**src/rtl/rob_pkg.sv**
```systemverilog
// rob_pkg: encodings shared by the reorder buffer and its helpers.
//   rob_kind_e : entry kind as carried on issue_kind / commit_kind
//   ROB_XLEN   : default data/PC width
package rob_pkg;

  typedef enum logic [1:0] {
    ROB_KIND_REG    = 2'd0,  // writes rd at commit
    ROB_KIND_BRANCH = 2'd1,  // checked for mispredict at commit
    ROB_KIND_STORE  = 2'd2,
    ROB_KIND_NOWB   = 2'd3   // result but no rd write
  } rob_kind_e;

  localparam int unsigned ROB_XLEN = 32;

endpackage

```
**src/rtl/rob_wb_merge.sv**
```systemverilog
// rob_wb_merge: combinational match of one entry id against all writeback
// channels. The lowest-indexed matching channel supplies value/taken.
//   wb_valid/wb_id/wb_value/wb_taken : packed writeback buses, port 0 in LSBs
//   id                               : entry id to look for
//   hit/value/taken                  : match flag and winning channel payload
module rob_wb_merge
  import rob_pkg::*;
#(
  parameter int unsigned WB_PORTS = 2,
  parameter int unsigned ID_W     = 3,
  parameter int unsigned XLEN     = ROB_XLEN
) (
  input  logic [WB_PORTS-1:0]      wb_valid,
  input  logic [WB_PORTS*ID_W-1:0] wb_id,
  input  logic [WB_PORTS*XLEN-1:0] wb_value,
  input  logic [WB_PORTS-1:0]      wb_taken,
  input  logic [ID_W-1:0]          id,
  output logic                     hit,
  output logic [XLEN-1:0]          value,
  output logic                     taken
);

  always_comb begin
    hit   = 1'b0;
    value = '0;
    taken = 1'b0;
    for (int unsigned i = 0; i < WB_PORTS; i++) begin
      if (!hit && wb_valid[i] && (wb_id[i*ID_W +: ID_W] == id)) begin
        hit   = 1'b1;
        value = wb_value[i*XLEN +: XLEN];
        taken = wb_taken[i];
      end
    end
  end

endmodule

```
**src/rtl/rob_queue.sv**
```systemverilog
// rob_queue: reorder buffer. Allocates in program order, collects results
// from WB_PORTS writeback channels, commits one entry per cycle in order and
// raises a registered one-cycle flush with redirect PC on branch mispredict.
//   issue_*   : allocation request; tail_id/full/empty report occupancy
//   wb_*      : packed writeback channels (port 0 in LSBs)
//   commit_*  : head retirement, all zero when commit_valid is low
//   flush/flush_pc : registered pipeline clear and redirect target
//   q_id*/q_ready*/q_value* : operand lookup with same-cycle wb bypass
//   rdy       : global enable, freezes all state when low
// Optional: define ROB_PERF_CNT_EN to add saturating perf_commits (32 bit)
// and perf_flushes (16 bit) counters.
module rob_queue
  import rob_pkg::*;
#(
  parameter int unsigned ID_W     = 3,
  parameter int unsigned WB_PORTS = 2,
  parameter int unsigned XLEN     = ROB_XLEN
) (
  input  logic                     clk,
  input  logic                     rst,
  input  logic                     rdy,
  input  logic                     issue_valid,
  input  logic [1:0]               issue_kind,
  input  logic                     issue_done,
  input  logic [XLEN-1:0]          issue_value,
  input  logic [4:0]               issue_rd,
  input  logic                     issue_pred_taken,
  input  logic [XLEN-1:0]          issue_alt_pc,
  output logic [ID_W-1:0]          tail_id,
  output logic                     full,
  output logic                     empty,
  input  logic [WB_PORTS-1:0]      wb_valid,
  input  logic [WB_PORTS*ID_W-1:0] wb_id,
  input  logic [WB_PORTS*XLEN-1:0] wb_value,
  input  logic [WB_PORTS-1:0]      wb_taken,
  output logic                     commit_valid,
  output logic [ID_W-1:0]          commit_id,
  output logic [1:0]               commit_kind,
  output logic [4:0]               commit_rd,
  output logic [XLEN-1:0]          commit_value,
  output logic                     flush,
  output logic [XLEN-1:0]          flush_pc,
`ifdef ROB_PERF_CNT_EN
  output logic [31:0]              perf_commits,
  output logic [15:0]              perf_flushes,
`endif
  input  logic [ID_W-1:0]          q_id1,
  input  logic [ID_W-1:0]          q_id2,
  output logic                     q_ready1,
  output logic                     q_ready2,
  output logic [XLEN-1:0]          q_value1,
  output logic [XLEN-1:0]          q_value2
);

  localparam int unsigned   DEPTH    = 1 << ID_W;
  localparam logic [ID_W-1:0] ID_ONE  = ID_W'(1);
  localparam logic [ID_W:0]   CNT_ONE = (ID_W+1)'(1);
  localparam logic [ID_W:0]   CNT_FULL = (ID_W+1)'(DEPTH);

  logic [ID_W-1:0]  head, tail;
  logic [ID_W:0]    count, count_nxt;
  logic [DEPTH-1:0] busy, done, pred_q, taken_q;
  rob_kind_e        kind_q  [DEPTH];
  logic [4:0]       rd_q    [DEPTH];
  logic [XLEN-1:0]  value_q [DEPTH];
  logic [XLEN-1:0]  alt_q   [DEPTH];

  logic [DEPTH-1:0] ent_hit, ent_taken, wb_apply;
  logic [XLEN-1:0]  ent_value [DEPTH];
  logic             alloc, mispredict;

  logic             q1_hit, q2_hit, q1_taken_unused, q2_taken_unused;
  logic [XLEN-1:0]  q1_wb_value, q2_wb_value;

  for (genvar e = 0; e < DEPTH; e++) begin : g_ent
    rob_wb_merge #(.WB_PORTS(WB_PORTS), .ID_W(ID_W), .XLEN(XLEN)) u_merge (
      .wb_valid (wb_valid),
      .wb_id    (wb_id),
      .wb_value (wb_value),
      .wb_taken (wb_taken),
      .id       (ID_W'(e)),
      .hit      (ent_hit[e]),
      .value    (ent_value[e]),
      .taken    (ent_taken[e])
    );
  end

  rob_wb_merge #(.WB_PORTS(WB_PORTS), .ID_W(ID_W), .XLEN(XLEN)) u_q1 (
    .wb_valid (wb_valid),
    .wb_id    (wb_id),
    .wb_value (wb_value),
    .wb_taken (wb_taken),
    .id       (q_id1),
    .hit      (q1_hit),
    .value    (q1_wb_value),
    .taken    (q1_taken_unused)
  );

  rob_wb_merge #(.WB_PORTS(WB_PORTS), .ID_W(ID_W), .XLEN(XLEN)) u_q2 (
    .wb_valid (wb_valid),
    .wb_id    (wb_id),
    .wb_value (wb_value),
    .wb_taken (wb_taken),
    .id       (q_id2),
    .hit      (q2_hit),
    .value    (q2_wb_value),
    .taken    (q2_taken_unused)
  );

  assign tail_id      = tail;
  assign full         = (count == CNT_FULL);
  assign empty        = (count == '0);
  assign commit_valid = rdy && !flush && busy[head] && done[head];
  assign mispredict   = commit_valid && (kind_q[head] == ROB_KIND_BRANCH) &&
                        (taken_q[head] != pred_q[head]);
  assign alloc        = rdy && issue_valid && !full && !flush;
  // Writebacks land only on busy entries and never during the flush cycle.
  assign wb_apply     = busy & ent_hit & {DEPTH{!flush}};

  always_comb begin
    count_nxt = count;
    if (alloc && !commit_valid)      count_nxt = count + CNT_ONE;
    else if (!alloc && commit_valid) count_nxt = count - CNT_ONE;
  end

  always_comb begin
    commit_id    = '0;
    commit_kind  = '0;
    commit_rd    = '0;
    commit_value = '0;
    if (commit_valid) begin
      commit_id    = head;
      commit_kind  = kind_q[head];
      commit_rd    = (kind_q[head] == ROB_KIND_REG) ? rd_q[head] : 5'd0;
      commit_value = value_q[head];
    end
  end

  always_comb begin
    q_ready1 = busy[q_id1] && (q1_hit || done[q_id1]);
    q_ready2 = busy[q_id2] && (q2_hit || done[q_id2]);
    q_value1 = !q_ready1 ? '0 : (q1_hit ? q1_wb_value : value_q[q_id1]);
    q_value2 = !q_ready2 ? '0 : (q2_hit ? q2_wb_value : value_q[q_id2]);
  end

  // Occupancy and flush control. Commit clears busy before allocation sets
  // it, so a slot freed and reused in one cycle ends busy.
  always_ff @(posedge clk) begin
    if (rst) begin
      head     <= '0;
      tail     <= '0;
      count    <= '0;
      busy     <= '0;
      done     <= '0;
      flush    <= 1'b0;
      flush_pc <= '0;
    end else if (rdy) begin
      flush <= mispredict;
      if (mispredict) begin
        flush_pc <= alt_q[head];
        head     <= '0;
        tail     <= '0;
        count    <= '0;
        busy     <= '0;
        done     <= '0;
      end else begin
        done <= done | wb_apply;
        if (commit_valid) begin
          busy[head] <= 1'b0;
          head       <= head + ID_ONE;
        end
        if (alloc) begin
          busy[tail] <= 1'b1;
          done[tail] <= issue_done;
          tail       <= tail + ID_ONE;
        end
        count <= count_nxt;
      end
    end
  end

  // Entry payload; validity is tracked by busy/done so no reset needed.
  always_ff @(posedge clk) begin
    if (rdy && !mispredict) begin
      for (int unsigned e = 0; e < DEPTH; e++) begin
        if (wb_apply[e]) begin
          value_q[e] <= ent_value[e];
          taken_q[e] <= ent_taken[e];
        end
      end
      if (alloc) begin
        kind_q[tail]  <= rob_kind_e'(issue_kind);
        rd_q[tail]    <= issue_rd;
        value_q[tail] <= issue_done ? issue_value : '0;
        pred_q[tail]  <= issue_pred_taken;
        taken_q[tail] <= 1'b0;
        alt_q[tail]   <= issue_alt_pc;
      end
    end
  end

`ifdef ROB_PERF_CNT_EN
  always_ff @(posedge clk) begin
    if (rst) begin
      perf_commits <= '0;
      perf_flushes <= '0;
    end else if (rdy) begin
      if (commit_valid && (perf_commits != '1)) perf_commits <= perf_commits + 32'd1;
      if (mispredict && (perf_flushes != '1))   perf_flushes <= perf_flushes + 16'd1;
    end
  end
`endif

endmodule

```
**config.mk**
```make
export PLATFORM = sky130hd
export DESIGN_NAME = rob_queue
export DESIGN_NICKNAME = d
export VERILOG_FILES = /design/src/rtl/rob_pkg.sv /design/src/rtl/rob_wb_merge.sv /design/src/rtl/rob_queue.sv
export SDC_FILE = /design/constraint.sdc
export NUM_CORES = 1
export LEC_CHECK = 0
export ABC_AREA = 1
export CAP_MARGIN = 25
export CELL_PAD_IN_SITES_DETAIL_PLACEMENT = 1
export CELL_PAD_IN_SITES_GLOBAL_PLACEMENT = 1
export CORE_MARGIN = 3
export CORE_UTILIZATION = 44
export CTS_CLUSTER_SIZE = 16
export DETAILED_ROUTE_END_ITERATION = 12
export PLACE_DENSITY_LB_ADDON = 0.1
export SYNTH_ARGS = -nofsm -noshare
export SYNTH_HDL_FRONTEND = slang
export SYNTH_SLANG_ARGS = --single-unit
```
**constraint.sdc**
```tcl
create_clock -name clk -period 5.3 [get_ports clk]
set_clock_uncertainty 0.2 [all_clocks]
set_input_delay 0.795 -clock clk [delete_from_list [all_inputs] [get_ports clk]]
set_output_delay 0.795 -clock clk [all_outputs]
set_load 0.05 [all_outputs]
```
==> insert_results.sql, run 1 <==
INSERT INTO impl_metrics (metric_group, metric, value, unit) VALUES
('outcome', 'status', 'finished clean', ''),
('critical_path', 'ff2ff_path_depth', '11', ''),
('drt', 'drt-vias-per-instance', '6.360', ''),
('global_route', 'globalRoute.totalOverflow', '0', ''),
('critical_path', 'crit_fanout', '69', ''),
('pwr', 'power_per_cell_area', '279.6', 'nW/um2'),
('clock_tree', 'worstSkewPairLatency', '640', 'ps'),
('clock_tree', 'clock-root-buffer', 'sky130_fd_sc_hd__clkbuf_16', ''),
('placed_design', 'finalWeightedCongestion', '0.9104', ''),
('sta', 'worst_slew_margin_rel', '0.1881', ''),
('pwr', 'p_sw', '3.302', 'mW'),
('floorplan', 'coreArea', '82770', 'um2'),
('clock_tree', 'cts_resized', '0', ''),
('sta', 'rsz0062_at_grt', 'no', ''),
('finish', 'proportion_of_layout_cells_with_a_drive_suffix_above_1', '0.08286', ''),
('sta', 'post-route-period-util', '0.9046', ''),
('drt', 'postRouteAntennaNets', '0', ''),
('sta', 'period_needed', '4794', 'ps'),
('critical_path', 'cp_cell_sequence', 'buf_4, nand2_1, nand3_1, nand3_1, nor2_4, nand2_2, inv_1, nand4_1, a211oi_1, buf_12', ''),
('finish', 'fin_util', '0.5330', ''),
('global_route', 'maximum_number_of_pins_on_one_net_before_global_route_repair', '249', ''),
('job', 'max_cap_viol_count', '0', ''),
('logic_synthesis', 'synth.net_count', '4728', ''),
('sta', 'slew_violations', '0', ''),
('clock_tree', 'clk_transition_reported_paths', '60', 'ps'),
('min_path', 'hold_path.class', 'reg2reg', ''),
('global_route', 'antenna_found_initial', '8', ''),
('global_route', 'global_route_wire_length_before_repair', '235900', 'um'),
('logic_synthesis', 'post_synth.cell_area_avg', '8.105', 'um2'),
('floorplan', 'design.die.area', '87630', 'um2'),
('drt', 'drt_pass1_iterations', '6', ''),
('pwr', 'sequentialPowerShare', '0.455', ''),
('critical_path', 'critPathArrivalTime', '3800', 'ps'),
('critical_path', 'worst-endpoint-required', '4300', 'ps'),
('clock_tree', 'cts_tree', 'built', ''),
('critical_path', 'cp_common_cell', 'sky130_fd_sc_hd__nand3_1', ''),
('sta', 'max_frequency', '0.2086', 'GHz'),
('logic_synthesis', 'post_synth_instance_area', '37010', 'um2'),
('clock_tree', 'clock_path_buffers', '3', ''),
('drt', 'routed_wl', '161000', 'um'),
('critical_path', 'setup_slack_reg_to_reg', '1050', 'ps'),
('sta', 'final_setup_viols', '0', ''),
('critical_path', 'worst-path-buf-inv', '3', ''),
('logic_synthesis', 'synth.distinct_cells', '43', ''),
('finish', 'fin_nets', '4834', ''),
('clock_tree', 'htree_num_levels', '3', ''),
('logic_synthesis', 'synth_cells', '4566', ''),
('placed_design', 'numPlacedInstances', '5665', ''),
('drt', 'drt_iter0_markers', '4420', ''),
('placed_design', 'detailed_place_hpwl', '93990', 'um'),
('pwr', 'cell_leakage_power', '15.86', 'nW'),
('clock_tree', 'ctsHoldBuffers', '0', ''),
('finish', 'finished_cell_area', '44110', 'um2'),
('min_path', 'min_delay_worst_endpoint', 'flush_pc[15]$_SDFFE_PP0P_', ''),
('min_path', 'hp-start', 'flush_pc[15]$_SDFFE_PP0P_', ''),
('clock_tree', 'number_of_clock_buffers_inserted_by_tritoncts', '74', ''),
('floorplan', 'design.portCount', '304', ''),
('floorplan', 'initial_core_util', '0.4472', ''),
('logic_synthesis', 'yosys_warnings', '0', ''),
('pwr', 'post_layout_total_power', '12.34', 'mW'),
('sta', 'hold_violations', '0', ''),
('pwr', 'comb_power_share', '0.123', ''),
('pwr', 'net_switching_share_of_the_total_power', '0.2677', ''),
('placed_design', 'placement_stage_cell_area', '41650', 'um2'),
('drt', 'detailroute.via_count', '36930', ''),
('placed_design', 'place_ws', '662.4', 'ps'),
('drt', 'drc', '0', ''),
('finish', 'final.fill_count', '9648', ''),
('drt', 'detail_route.wl_per_cell', '27.73', 'um'),
('floorplan', 'die_height', '296.0', 'um'),
('critical_path', 'r2r-end', 'value_q[5][14]$_DFFE_PP_', '');
state kept, by name (all words and copies together), names as in the netlist, named ones only:
signal,count
alt_q,256
busy,8
count,4
done,8
flush,1
flush_pc,32
head,3
kind_q,16
pred_q,8
rd_q,40
tail_id,3
taken_q,8
value_q,256
layout by cell type (no fill, tap or decap), types with 5 or more instances in the layout:
master	n
sky130_fd_sc_hd__dfxtp_1	58
sky130_fd_sc_hd__nand2_1	909
sky130_fd_sc_hd__buf_4	97
sky130_fd_sc_hd__a211oi_1	21
sky130_fd_sc_hd__bufinv_16	5
sky130_fd_sc_hd__clkbuf_8	8
sky130_fd_sc_hd__o21ai_1	104
sky130_fd_sc_hd__clkinv_2	11
sky130_fd_sc_hd__o21ai_4	9
sky130_fd_sc_hd__nand2_2	19
sky130_fd_sc_hd__o22ai_1	296
sky130_fd_sc_hd__nor2_1	451
sky130_fd_sc_hd__o2111ai_1	32
sky130_fd_sc_hd__clkdlybuf4s50_1	188
sky130_fd_sc_hd__inv_1	212
sky130_fd_sc_hd__nand3_1	97
sky130_fd_sc_hd__clkbuf_1	21
sky130_fd_sc_hd__edfxtp_1	584
sky130_fd_sc_hd__buf_12	107
sky130_fd_sc_hd__a32o_1	5
sky130_fd_sc_hd__clkinv_1	73
sky130_fd_sc_hd__diode_2	6
sky130_fd_sc_hd__a22oi_1	5
sky130_fd_sc_hd__o21a_1	64
sky130_fd_sc_hd__clkbuf_16	74
sky130_fd_sc_hd__o21ai_0	755
sky130_fd_sc_hd__inv_2	24
sky130_fd_sc_hd__xor2_1	5
sky130_fd_sc_hd__a21oi_1	439
tightest hold or removal path: cells and delay by family (launching register included):
kind          cells  cell delay (ps)
flops             1              320
simple gates      2              120
routing by layer:
layer	vias to the layer above	GRT usage	part of all wire
met5	-	0	0
met4	0	0.1459	0.042
met3	430	0.07646	0.11
met2	2111	0.5693	0.45
met1	18160	0.4819	0.40
li1	16230	-	-
kinds of logic (layout without fill, tap and decap cells):
kind of cell               Yosys count  count (layout)  share of synthesized area
AOI/OAI and AO/OA                 1737            1737                     0.2552
adders and majority gates            5               5                   0.001893
DFF                                646             646                     0.5074
other                                0               6                          0
and+or+nand+nor                   1497            1497                     0.1573
buffers and inverters              675             840                    0.07674
xor gates and xnor gates             6               6                   0.001420
cells in the mapped netlist, drive strengths merged:
library cell,number,area (um2)
a211oi,21,157.7
a21oi,441,2207
a22oi,5,37.54
a31oi,2,12.51
a32o,5,50.05
and2,1,6.260
buf,134,802.0
clkbuf,234,884.6
clkinv,69,260.2
dfxtp,62,1241
edfxtp,584,17540
fa,1,20.02
ha,4,50.05
inv,238,893.3
nand2,932,3538
nand3,98,495.5
nand3b,1,7.510
nand4,2,12.51
nor2,456,1724
nor3,4,20.02
nor4,2,12.51
o2111ai,32,280.3
o211ai,2,15.01
o21a,64,480.5
o21ai,869,4353
o22ai,296,1852
or2,1,6.260
xnor2,1,8.760
xor2,5,43.79
power groups by stage:
stage	Clock (mW)	Sequential [mW]	Combinational (mW)
global placement	0	5.72	1.44
finish	5.20	5.62	1.51
CTS	5.23	5.62	1.48
global route	5.44	5.62	1.62
floorplan	0	5.73	0.798
detailed placement	0	5.72	1.47
layout make-up:
type	instances	area (um2)	share of cell area
Sequential cell	646	18790	0.4259
Multi-Input combinational cell	3245	15570	0.3530
Timing Repair Buffer	398	4817	0.1092
Clock buffer	103	2041	0.04626
Tap cell	1070	1339	0.03035
Inverter	307	1162	0.02635
Clock inverter	32	376.6	0.008538
Antenna cell	6	15.01	0.0003404
how the worst max path moves through the flow:
stage                         start  slack [ps]  depth (start not counted)                      end
6_report       head[0]$_SDFFE_PP0P_         510                         10             commit_rd[4]
5_1_grt        head[0]$_SDFFE_PP0P_         250                         10             commit_rd[4]
4_1_cts        head[0]$_SDFFE_PP0P_         480                         10             commit_rd[2]
3_5_place_dp               wb_id[4]         660                         11             q_value2[28]
3_3_place_gp               q_id2[2]         760                          9             q_value2[28]
2_1_floorplan    flush$_SDFFE_PP0P_         520                         10  value_q[1][0]$_DFFE_PP_
Note: power is estimated with default switching activity, not from simulation.
==> run 2: changes to the inputs <==
Settings changed: PLACE_DENSITY from default to 0.78, PLACE_DENSITY_LB_ADDON 0.1 to default.
==> insert_results.sql, run 2 (synthesis results as in run 1) <==
INSERT INTO impl_metrics (metric_group, metric, value, unit) VALUES
('clock_tree', 'ctsHoldBuffers', '0', ''),
('drt', 'detail_route.wl_per_cell', '27.75', 'um'),
('floorplan', 'coreArea', '82770', 'um2'),
('critical_path', 'setup.worst_path.start_class', 'flop', ''),
('critical_path', 'critPathArrivalTime', '3820', 'ps'),
('critical_path', 'worst-path-buf-inv', '4', ''),
('sta', 'final_setup_viols', '0', ''),
('global_route', 'grtUsageTotal', '0.3586', ''),
('drt', 'sum_of_met3_wire_segment_lengths_after_detailed_routing', '18370', 'um'),
('global_route', 'globalRoute.totalOverflow', '0', ''),
('clock_tree', 'clock_sinks', '646', ''),
('drt', 'drc', '0', ''),
('finish', 'final.fill_count', '9744', ''),
('critical_path', 'worst_path_largest_cell_delay', '530', 'ps'),
('job', 'max_cap_viol_count', '0', ''),
('placed_design', 'finalWeightedCongestion', '0.8929', ''),
('pwr', 'vdd.ir_drop.worst', '0.2833', 'mV'),
('finish', 'most-common-layout-cells', 'sky130_fd_sc_hd__nand2_1, sky130_fd_sc_hd__o21ai_0, sky130_fd_sc_hd__edfxtp_1', ''),
('clock_tree', 'number_of_clock_buffers_inserted_by_tritoncts', '71', ''),
('clock_tree', 'clock-root-buffer', 'sky130_fd_sc_hd__clkbuf_16', ''),
('sta', 'slew_violations', '0', ''),
('finish', 'fin_nets', '4830', ''),
('outcome', 'status', 'finished clean', ''),
('drt', 'drt_pass1_iterations', '6', ''),
('critical_path', 'cp_cell_sequence', 'inv_4, nand2_1, nand3_1, nand3_1, nor2_4, nand2_2, buf_4, inv_1, nand4_1, a211oi_1, buf_12', ''),
('global_route', 'maximum_number_of_pins_on_one_net_before_global_route_repair', '129', ''),
('clock_tree', 'cts_resized', '0', ''),
('floorplan', 'std_cell_rows', '105', ''),
('pwr', 'power_per_cell_area', '279.0', 'nW/um2'),
('sta', 'period_needed', '4819', 'ps'),
('sta', 'postLayoutSetupSlackWorst', '480.9', 'ps'),
('floorplan', 'die_w', '296.0', 'um'),
('finish', 'layout_top_registers', 'alt_q x256, value_q x256, rd_q x40', ''),
('critical_path', 'cpLargestDelayFamily', 'simple AND/OR/NAND/NOR gates', ''),
('clock_tree', 'clock_path_buffers', '3', ''),
('sta', 'worst_slew_margin_rel', '0.3066', ''),
('clock_tree', 'cts_tree', 'built', ''),
('sta', 'post-route-period-util', '0.9093', ''),
('drt', 'met2_length', '72680', 'um'),
('floorplan', 'die_height', '296.0', 'um'),
('drt', 'routed_wl', '160900', 'um'),
('critical_path', 'path_class', 'reg2out', ''),
('global_route', 'first_global_vias', '37500', ''),
('clock_tree', 'htree_num_levels', '3', ''),
('min_path', 'hold_path.class', 'reg2reg', ''),
('finish', 'proportion_of_layout_cells_with_a_drive_suffix_above_1', '0.08212', ''),
('sta', 'hold_violations', '0', ''),
('pwr', 'cell_leakage_power', '15.81', 'nW'),
('sta', 'rsz0062_at_grt', 'no', ''),
('floorplan', 'initial_core_util', '0.4472', ''),
('placed_design', 'place_ws', '838.9', 'ps'),
('placed_design', 'detailed_place_hpwl', '94550', 'um'),
('drt', 'drt_iter0_markers', '4524', ''),
('critical_path', 'crit_fanout', '45', ''),
('clock_tree', 'postCtsSetupBuffers', '0', ''),
('critical_path', 'worst-endpoint-required', '4300', 'ps'),
('finish', 'layout-area-overhead-vs-synth', '18.72', '%'),
('drt', 'drt-met1-wl', '62660', 'um'),
('clock_tree', 'worstSkewPairLatency', '650', 'ps'),
('drt', 'postRouteAntennaNets', '0', ''),
('sta', 'max_frequency', '0.2075', 'GHz'),
('critical_path', 'timing.critical_path.slowest_stage_cell', 'sky130_fd_sc_hd__a211oi_1', ''),
('floorplan', 'design.portCount', '304', ''),
('global_route', 'antenna_found_initial', '5', ''),
('placed_design', 'numPortBuffers', '303', ''),
('global_route', 'global_route_wire_length_before_repair', '235100', 'um'),
('sta', 'tightest_slew', '1036', 'ps'),
('finish', 'layout_commonest_cell', 'sky130_fd_sc_hd__nand2_1', ''),
('drt', 'drt-vias-per-instance', '6.420', ''),
('drt', 'top_layer_used', 'met4', ''),
('clock_tree', 'clk_transition_reported_paths', '60', 'ps'),
('sta', 'fin_setup_tns', '0', 'ps'),
('floorplan', 'design.die.area', '87630', 'um2'),
('critical_path', 'cp_common_cell', 'sky130_fd_sc_hd__nand3_1', ''),
('critical_path', 'critPathCaptureType', 'output pin', ''),
('drt', 'detailroute.via_count', '37230', '');
[run 2: metrics by stage]
stage          hold WS, ps  instances  utilization  area, um2  power (mW)
3_5_place_dp         276.1       5663       0.5013      41490       7.184
2_1_floorplan        258.4       4566            -      37010       6.524
4_1_cts              287.6       5793       0.5303      43890       12.23
5_1_grt              305.7       5799       0.5309      43940       12.58
3_3_place_gp         262.0       5663       0.5013      41490       7.147
6_report             284.9       5799       0.5309      43940       12.26
[run 2: report_power, final]
group / leakage [nW] / switching (mW) / internal [mW]
registers: 5.77 / 0.0231 / 5.60
logic: 8.87 / 1.04 / 0.468
clock network: 1.17 / 2.25 / 2.87
total: 15.8 / 3.32 / 8.94
[run 2: final cells by class]
cell class              instances  area (um2)  area share
diodes                          4       10.01   0.0002278
clock buffers                  86        1924     0.04380
multi-input cells            3245       15570      0.3543
well taps                    1070        1339     0.03047
flip-flops and latches        646       18790      0.4276
inverters                     307        1162     0.02645
clock inverters                44       469.2     0.01068
repair buffers                397        4677      0.1064
[run 2: per-layer routing]
metal | vias up | track usage
li1 | 16210 | -
met1 | 18280 | 0.4738
met2 | 2281 | 0.5698
met3 | 455 | 0.08403
met4 | 0 | 0.1485
met5 | - | 0
[run 2: worst reg2reg max path: stages (launching register included)]
cell                      delay (ps)
sky130_fd_sc_hd__dfxtp_4         410
sky130_fd_sc_hd__inv_4           410
sky130_fd_sc_hd__buf_4           540
sky130_fd_sc_hd__nand2_1         150
sky130_fd_sc_hd__nand3_1         110
sky130_fd_sc_hd__nand2_1         120
sky130_fd_sc_hd__nor2_1          160
sky130_fd_sc_hd__nand2_1          60
sky130_fd_sc_hd__nand2_1          80
sky130_fd_sc_hd__inv_2            40
sky130_fd_sc_hd__nand2_2          70
sky130_fd_sc_hd__buf_4           420
sky130_fd_sc_hd__nand2_4         460
sky130_fd_sc_hd__inv_2           630
sky130_fd_sc_hd__buf_12          310
[run 2: final timing paths]
path | startpoint | end | slack (ps) | depth (start not counted)
setup reg to reg | head[0]$_SDFFE_PP0P_ | rd_q[2][3]$_DFFE_PP_ | 810 | 14
hold reg to reg | flush_pc[27]$_SDFFE_PP0P_ | flush_pc[27]$_SDFFE_PP0P_ | 280 | 2
setup / recovery | head[0]$_SDFFE_PP0P_ | commit_rd[2] | 480 | 11
hold / removal | flush_pc[27]$_SDFFE_PP0P_ | flush_pc[27]$_SDFFE_PP0P_ | 280 | 2
